==> config.mk <==
export PLATFORM = sky130hd
export DESIGN_NAME = adc_capture_stream
export DESIGN_NICKNAME = d
export VERILOG_FILES = /design/src/rtl/adc_capture_stream.sv
export SDC_FILE = /design/constraint.sdc
export NUM_CORES = 1
export LEC_CHECK = 0
export BUFFER_PORTS_ARGS = -buffer_cell sky130_fd_sc_hd__buf_2
export CORE_MARGIN = 2
export CORE_UTILIZATION = 30
export DETAILED_ROUTE_END_ITERATION = 10
export GPL_ROUTABILITY_DRIVEN = 0
export GPL_TIMING_DRIVEN = 1
export HOLD_SLACK_MARGIN = 0.02
export PLACE_DENSITY = 0.5
export SLEW_MARGIN = 15
export SYNTH_ARGS = -nofsm -noshare
export SYNTH_HDL_FRONTEND = slang
export SYNTH_SLANG_ARGS = --single-unit
==> constraint.sdc <==
create_clock -name ADC_CLK -period 5 [get_ports ADC_CLK]
set_input_delay 0.25 -clock ADC_CLK [delete_from_list [all_inputs] [get_ports ADC_CLK]]
set_output_delay 0.25 -clock ADC_CLK [all_outputs]
set_load 0.02 [all_outputs]
==> src/rtl/adc_capture_stream.sv <==
// adc_capture_stream
//   Captures a parallel ADC bus plus its out-of-range flag, optionally block-averages
//   2^L samples per output word, buffers results in a first-word-fall-through FIFO and
//   presents them on a valid/ready stream. Everything runs on the ADC clock.
//
// Ports
//   ADC_CLK     sole clock (rising edge), same clock as driven to the ADC
//   RST         synchronous active-high reset
//   EN          capture enable
//   AVG_LOG2    averaging exponent L (0 = raw), latched when capture starts
//   CLR_STATUS  single-cycle pulse clearing OVERFLOW and DROP_CNT
//   ADC_D       ADC data bus
//   ADC_DTR     ADC out-of-range flag, aligned with ADC_D
//   OUT_DATA    FIFO head data (averaged or raw)
//   OUT_OOR     OR of ADC_DTR over the samples forming OUT_DATA
//   OUT_VALID   FIFO not empty
//   OUT_READY   downstream accepts the head word
//   OVERFLOW    sticky, a result was dropped on a full FIFO
//   DROP_CNT    saturating count of dropped results
//   FILL        current FIFO occupancy
module adc_capture_stream #(
  parameter int unsigned DATA_W       = 10,
  parameter int unsigned MAX_AVG_LOG2 = 4,
  parameter int unsigned FIFO_DEPTH   = 16,
  localparam int unsigned LW          = $clog2(MAX_AVG_LOG2 + 1),
  localparam int unsigned FW          = $clog2(FIFO_DEPTH) + 1
) (
  input  logic              ADC_CLK,
  input  logic              RST,
  input  logic              EN,
  input  logic [LW-1:0]     AVG_LOG2,
  input  logic              CLR_STATUS,
  input  logic [DATA_W-1:0] ADC_D,
  input  logic              ADC_DTR,
  output logic [DATA_W-1:0] OUT_DATA,
  output logic              OUT_OOR,
  output logic              OUT_VALID,
  input  logic              OUT_READY,
  output logic              OVERFLOW,
  output logic [15:0]       DROP_CNT,
  output logic [FW-1:0]     FILL
);

  localparam int unsigned ACC_W = DATA_W + MAX_AVG_LOG2;
  localparam int unsigned CNT_W = MAX_AVG_LOG2;
  localparam int unsigned PW    = $clog2(FIFO_DEPTH);

  typedef enum logic [0:0] {StIdle, StRun} state_e;

  // Input stage
  logic [DATA_W-1:0] adc_d_q;
  logic              adc_dtr_q;

  always_ff @(posedge ADC_CLK) begin
    if (RST) begin
      adc_d_q   <= '0;
      adc_dtr_q <= 1'b0;
    end else begin
      adc_d_q   <= ADC_D;
      adc_dtr_q <= ADC_DTR;
    end
  end

  // Window engine
  state_e            state_q;
  logic [ACC_W-1:0]  acc_q;
  logic              oor_q;
  logic [CNT_W-1:0]  cnt_q;
  logic [LW-1:0]     l_q;

  logic [LW-1:0]     l_clamp;
  logic [CNT_W-1:0]  last_cnt;
  logic              win_last;
  logic [ACC_W-1:0]  sum;
  logic [ACC_W-1:0]  shifted;
  logic [DATA_W-1:0] res_data;
  logic              res_oor;
  logic              wr_req;
  logic              unused_shift_bits;

  always_comb begin
    l_clamp  = (AVG_LOG2 > LW'(MAX_AVG_LOG2)) ? LW'(MAX_AVG_LOG2) : AVG_LOG2;
    last_cnt = CNT_W'((32'd1 << l_q) - 32'd1);
    win_last = (cnt_q == last_cnt);
    // The sample consumed this cycle is folded in before the shift.
    sum      = acc_q + ACC_W'(adc_d_q);
    shifted  = sum >> l_q;
    res_data = shifted[DATA_W-1:0];
    res_oor  = oor_q | adc_dtr_q;
    // EN low in RUN aborts the window, even on its final sample.
    wr_req   = (state_q == StRun) && EN && win_last;
  end

  assign unused_shift_bits = ^shifted[ACC_W-1:DATA_W];

  always_ff @(posedge ADC_CLK) begin
    if (RST) begin
      state_q <= StIdle;
      acc_q   <= '0;
      oor_q   <= 1'b0;
      cnt_q   <= '0;
      l_q     <= '0;
    end else begin
      unique case (state_q)
        StIdle: begin
          if (EN) begin
            state_q <= StRun;
            l_q     <= l_clamp;
            acc_q   <= '0;
            oor_q   <= 1'b0;
            cnt_q   <= '0;
          end
        end
        StRun: begin
          if (!EN) begin
            state_q <= StIdle;
          end else if (win_last) begin
            // Back-to-back windows: restart in the same cycle as the write.
            acc_q <= '0;
            oor_q <= 1'b0;
            cnt_q <= '0;
          end else begin
            acc_q <= sum;
            oor_q <= res_oor;
            cnt_q <= cnt_q + CNT_W'(1);
          end
        end
        default: state_q <= StIdle;
      endcase
    end
  end

  // FWFT FIFO of {oor, data}
  logic [DATA_W:0] mem_q [FIFO_DEPTH];
  logic [PW-1:0]   wr_ptr_q;
  logic [PW-1:0]   rd_ptr_q;
  logic [FW-1:0]   fill_q;

  logic full;
  logic empty;
  logic pop;
  logic push;
  logic drop;

  always_comb begin
    full  = (fill_q == FW'(FIFO_DEPTH));
    empty = (fill_q == '0);
    pop   = !empty && OUT_READY;
    // A pop frees the slot the write lands in, so full plus pop still accepts.
    push  = wr_req && (!full || pop);
    drop  = wr_req && full && !pop;
  end

  always_ff @(posedge ADC_CLK) begin
    if (RST) begin
      for (int i = 0; i < int'(FIFO_DEPTH); i++) begin
        mem_q[i] <= '0;
      end
      wr_ptr_q <= '0;
      rd_ptr_q <= '0;
      fill_q   <= '0;
    end else begin
      if (push) begin
        mem_q[wr_ptr_q] <= {res_oor, res_data};
        wr_ptr_q        <= wr_ptr_q + PW'(1);
      end
      if (pop) begin
        rd_ptr_q <= rd_ptr_q + PW'(1);
      end
      unique case ({push, pop})
        2'b10:   fill_q <= fill_q + FW'(1);
        2'b01:   fill_q <= fill_q - FW'(1);
        default: fill_q <= fill_q;
      endcase
    end
  end

  // Status
  logic        overflow_q;
  logic [15:0] drop_cnt_q;

  always_ff @(posedge ADC_CLK) begin
    if (RST) begin
      overflow_q <= 1'b0;
      drop_cnt_q <= '0;
    end else if (drop) begin
      // A drop coinciding with a clear counts as the first drop after it.
      overflow_q <= 1'b1;
      if (CLR_STATUS) begin
        drop_cnt_q <= 16'd1;
      end else if (drop_cnt_q != 16'hFFFF) begin
        drop_cnt_q <= drop_cnt_q + 16'd1;
      end
    end else if (CLR_STATUS) begin
      overflow_q <= 1'b0;
      drop_cnt_q <= '0;
    end
  end

  assign OUT_DATA  = mem_q[rd_ptr_q][DATA_W-1:0];
  assign OUT_OOR   = mem_q[rd_ptr_q][DATA_W];
  assign OUT_VALID = !empty;
  assign OVERFLOW  = overflow_q;
  assign DROP_CNT  = drop_cnt_q;
  assign FILL      = fill_q;

endmodule
==> summary.md <==
| Metric | Value |
|---|---|
| Worst path top cell family by delay | compound AO/OA/AOI/OAI gates |
| Setup Viol. Count Final | 0 |
| Vias per std cell | 5.22 |
| Initial core utilization | 0.305 |
| Pre-antenna DRT Iters | 4 |
| Peak VDD IR | ~0.23 mV |
| Post-cts resize count | 0 |
| All-layer global routing usage | 0.157 |
| Clock Sinks | about 240 |
| Worst-Margin Slew | between 1000 and 1500 ps |
| Period utilization | 0.821 |
| Layout cell share with drive strength beyond 1 | 0.205 |
| Worst slew margin | 0.277 |
| I/O Buffers | 52 |
| CTS H-Tree Depth | 1 |
| # Max-Cap Violations | 0 |
| Worst path buffer plus inverter count | 1 |
| Rows | 73 |
| Full die area | between 0.04 and 0.05 mm2 |
| Routed vias | 8301 |
| Global-route wire length before repair | ~50 mm |
| DR iter-0 viols | between 600 and 700 |
| Leakage | between 4 and 5 nW |
| Synthesized area | 0.0122 mm2 |
| Core Box Area | approximately 0.04 mm2 |
| Final Max Slew Viols | 0 |
| Crit path DAT | approximately 4500 ps |
| FF-to-FF setup slack | ~900 ps |
| Clock Latency Late Sink | 550 ps |
| Worst endpoint required time | 5410 ps |
| Crit path launch type | flop |
| Largest net degree at the start of global routing | 61 |
| # DRC | 0 |
| Critical-path cell list | inv_1, nor2_1, nand2_1, ha_1, xnor2_1, a311oi_1, o211ai_2, and2_1, fa_1, a21o_1, a21oi_1, or3_1, a21oi_1, a311oi_1, nor2_1 |
| Syn nets | 1049 |
| Post-synthesis sequential area ratio | 0.545 |
| Number of global-route vias before repair | between 8000 and 9000 |
| Gr ovfl total | 0 |
| DP HPWL | roughly 22 mm |
| Num CTS Buffers | 28 |
| Setup crit end kind | flop |
| Synth warnings | 0 |
| Area delta synth->final | 14.4% |
| Root Buffer | clkbuf_16 |
| FFs w/ async S/R, synth | 0 |
| Final WL | approximately 32 mm |
| Outcome | finished, final reports clean |
| Antenna-violating nets left | 0 |
| Setup bufs post-CTS | 0 |
| Post-synth top flop | edfxtp_1 |
| RSZ-0062 raised after global routing | no |
| Post-Synthesis Cells | 1007 |
| Final net count | ~1100 |
| CTS tree | done |
| Worst clock skew | around 18 ps |
| Min cycle time layout | around 4100 ps |
| Most frequent cells in the layout | edfxtp_1 (176), nor2_1 (122), a21oi_1 (99), dfxtp_1 (66), mux4_2 (60) |
| Clock buffer depth | 3 |
| Cell variety after synth | between 80 and 90 |
| Slowest CP cell | dfxtp_1 |
| Setup CP Type | flop to flop |
| HP Class | input pin to flop |
| Core Util, Final | 0.349 |
| FMAX | approximately 240 MHz |
| Die Y | around 210 um |
| Most common cell after layout, fill and taps aside | edfxtp_1 |
| Sum Neg Setup Slack | 0 ps |
| Pwr dens | approximately 370 mW/mm2 |
| CP max stage delay | between 600 and 700 ps |
| Initial antenna violation count | 0 |
| CTS Hold Buffers Added | 14 |
| Clock transition at path regs | roughly 60 ps |
| WL/cell | between 20 and 25 um |
| Ant diodes | 0 |
| Final hold violation count | 0 |
| CP Max Fanout | 16 |
| Synth Area per Inst | about 12 um2 |
| FF+latch count, synth | ~240 |
| Number of synthesized flops with an enable pin | ~180 |
| Number of top-level pins | 53 |
| Die X | approximately 210 um |
==> kinds of logic (layout without fill, tap and decap cells) <==
group,count (synthesis),in the layout,share of synthesized area
compound gates,222,222,0.127
flops,244,244,0.545
simple gates,320,320,0.129
buf+inv,102,160,0.0360
xor+xnor,28,28,0.0201
fa+ha+maj,23,23,0.0249
mux,68,68,0.117
==> final timing paths <==
kind                                   from      end  depth (start not counted)
worst max-delay path                 l_q[0]  FILL[4]                         15
worst min register to register  rd_ptr_q[3]     flop                          2
worst min-delay path                     EN    oor_q                          4
worst max register to register       l_q[0]  FILL[4]                         15
==> area by class of cell <==
| cell class | instances | area [um2] |
|---|---|---|
| fill | 3901 | 26000 |
| sequential | 244 | 6650 |
| multi-input combinational | 661 | 5110 |
| clock buffer | 32 | 747 |
| tap | 525 | 657 |
| timing repair buffer | 86 | 551 |
| clock inverter | 20 | 145 |
| inverter | 22 | 82.6 |
==> through the flow <==
stage / cell area (um2) / instances / setup WS (ps) / power (mW) / hold slack, ps
after floorplan: 12200 / 1007 / 1260 / 2.95 / 378
after global placement: 12900 / 1524 / 979 / 3.22 / 459
after detailed placement: 12900 / 1524 / 914 / 3.22 / 466
after CTS: 13900 / 1590 / 901 / 5.21 / 77.0
after global routing: 13900 / 1590 / 451 / 5.34 / 106
final: 13900 / 1590 / 896 / 5.14 / 100
==> worst reg2reg max path, cell delays in order (launching register included) <==
cell and delay [ps]:
dfxtp_1 650, inv_1 110, nor2_1 210, nand2_1 100, ha_1 310, xnor2_1 150, a311oi_1 320, o211ai_2 340
and2_1 350, fa_1 430, a21o_1 180, a21oi_1 270, or3_1 180, a21oi_1 60, a311oi_1 250, nor2_1 60
==> sequential cells by signal, indices dropped and copies added, names as in the netlist, named ones only <==
register and flops:
wr_ptr_q 4, FILL 5, mem_q 176, rd_ptr_q 4
cnt_q 4, adc_dtr_q 1, OVERFLOW 1, state_q 1
l_q 3, DROP_CNT 16, oor_q 1, acc_q 14
adc_d_q 10
==> cell usage after synthesis, types with 4 or more instances <==
master,n,area (um2)
o21ai_0,11,55.1
nand2_1,47,176
inv_1,21,78.8
ha_1,21,263
nand4_1,14,87.6
a31oi_1,17,106
o2111ai_1,5,43.8
a21o_1,6,45.0
nor2_1,123,462
nand3_1,22,110
or3_1,7,43.8
a21oi_1,99,495
o211ai_1,6,45.0
a21oi_2,4,35.0
a211oi_1,16,120
and3_1,5,31.3
edfxtp_1,176,5290
buf_2,30,150
or2_2,5,31.3
xor2_1,7,61.3
a22oi_1,12,90.1
nor2b_1,18,113
nand2b_1,19,119
nor3_1,32,160
xnor2_1,21,184
mux2i_1,8,80.1
clkbuf_1,39,146
buf_1,7,26.3
dfxtp_1,68,1360
mux4_2,60,1350
==> where the power goes <==
part / switching (mW) / internal (mW)
sequential: 0.132 / 2.24
combinational: 0.434 / 0.365
clock: 0.841 / 1.13
total: 1.41 / 3.73
==> per-layer routing <==
metal	vias up	part of all wire	global-route usage
met5	-	0	0
met4	0	0.020	0.0339
met3	38	0.055	0.0263
met2	227	0.47	0.254
met1	4135	0.45	0.221
li1	3901	-	-
(Power assumes the default switching activity.)
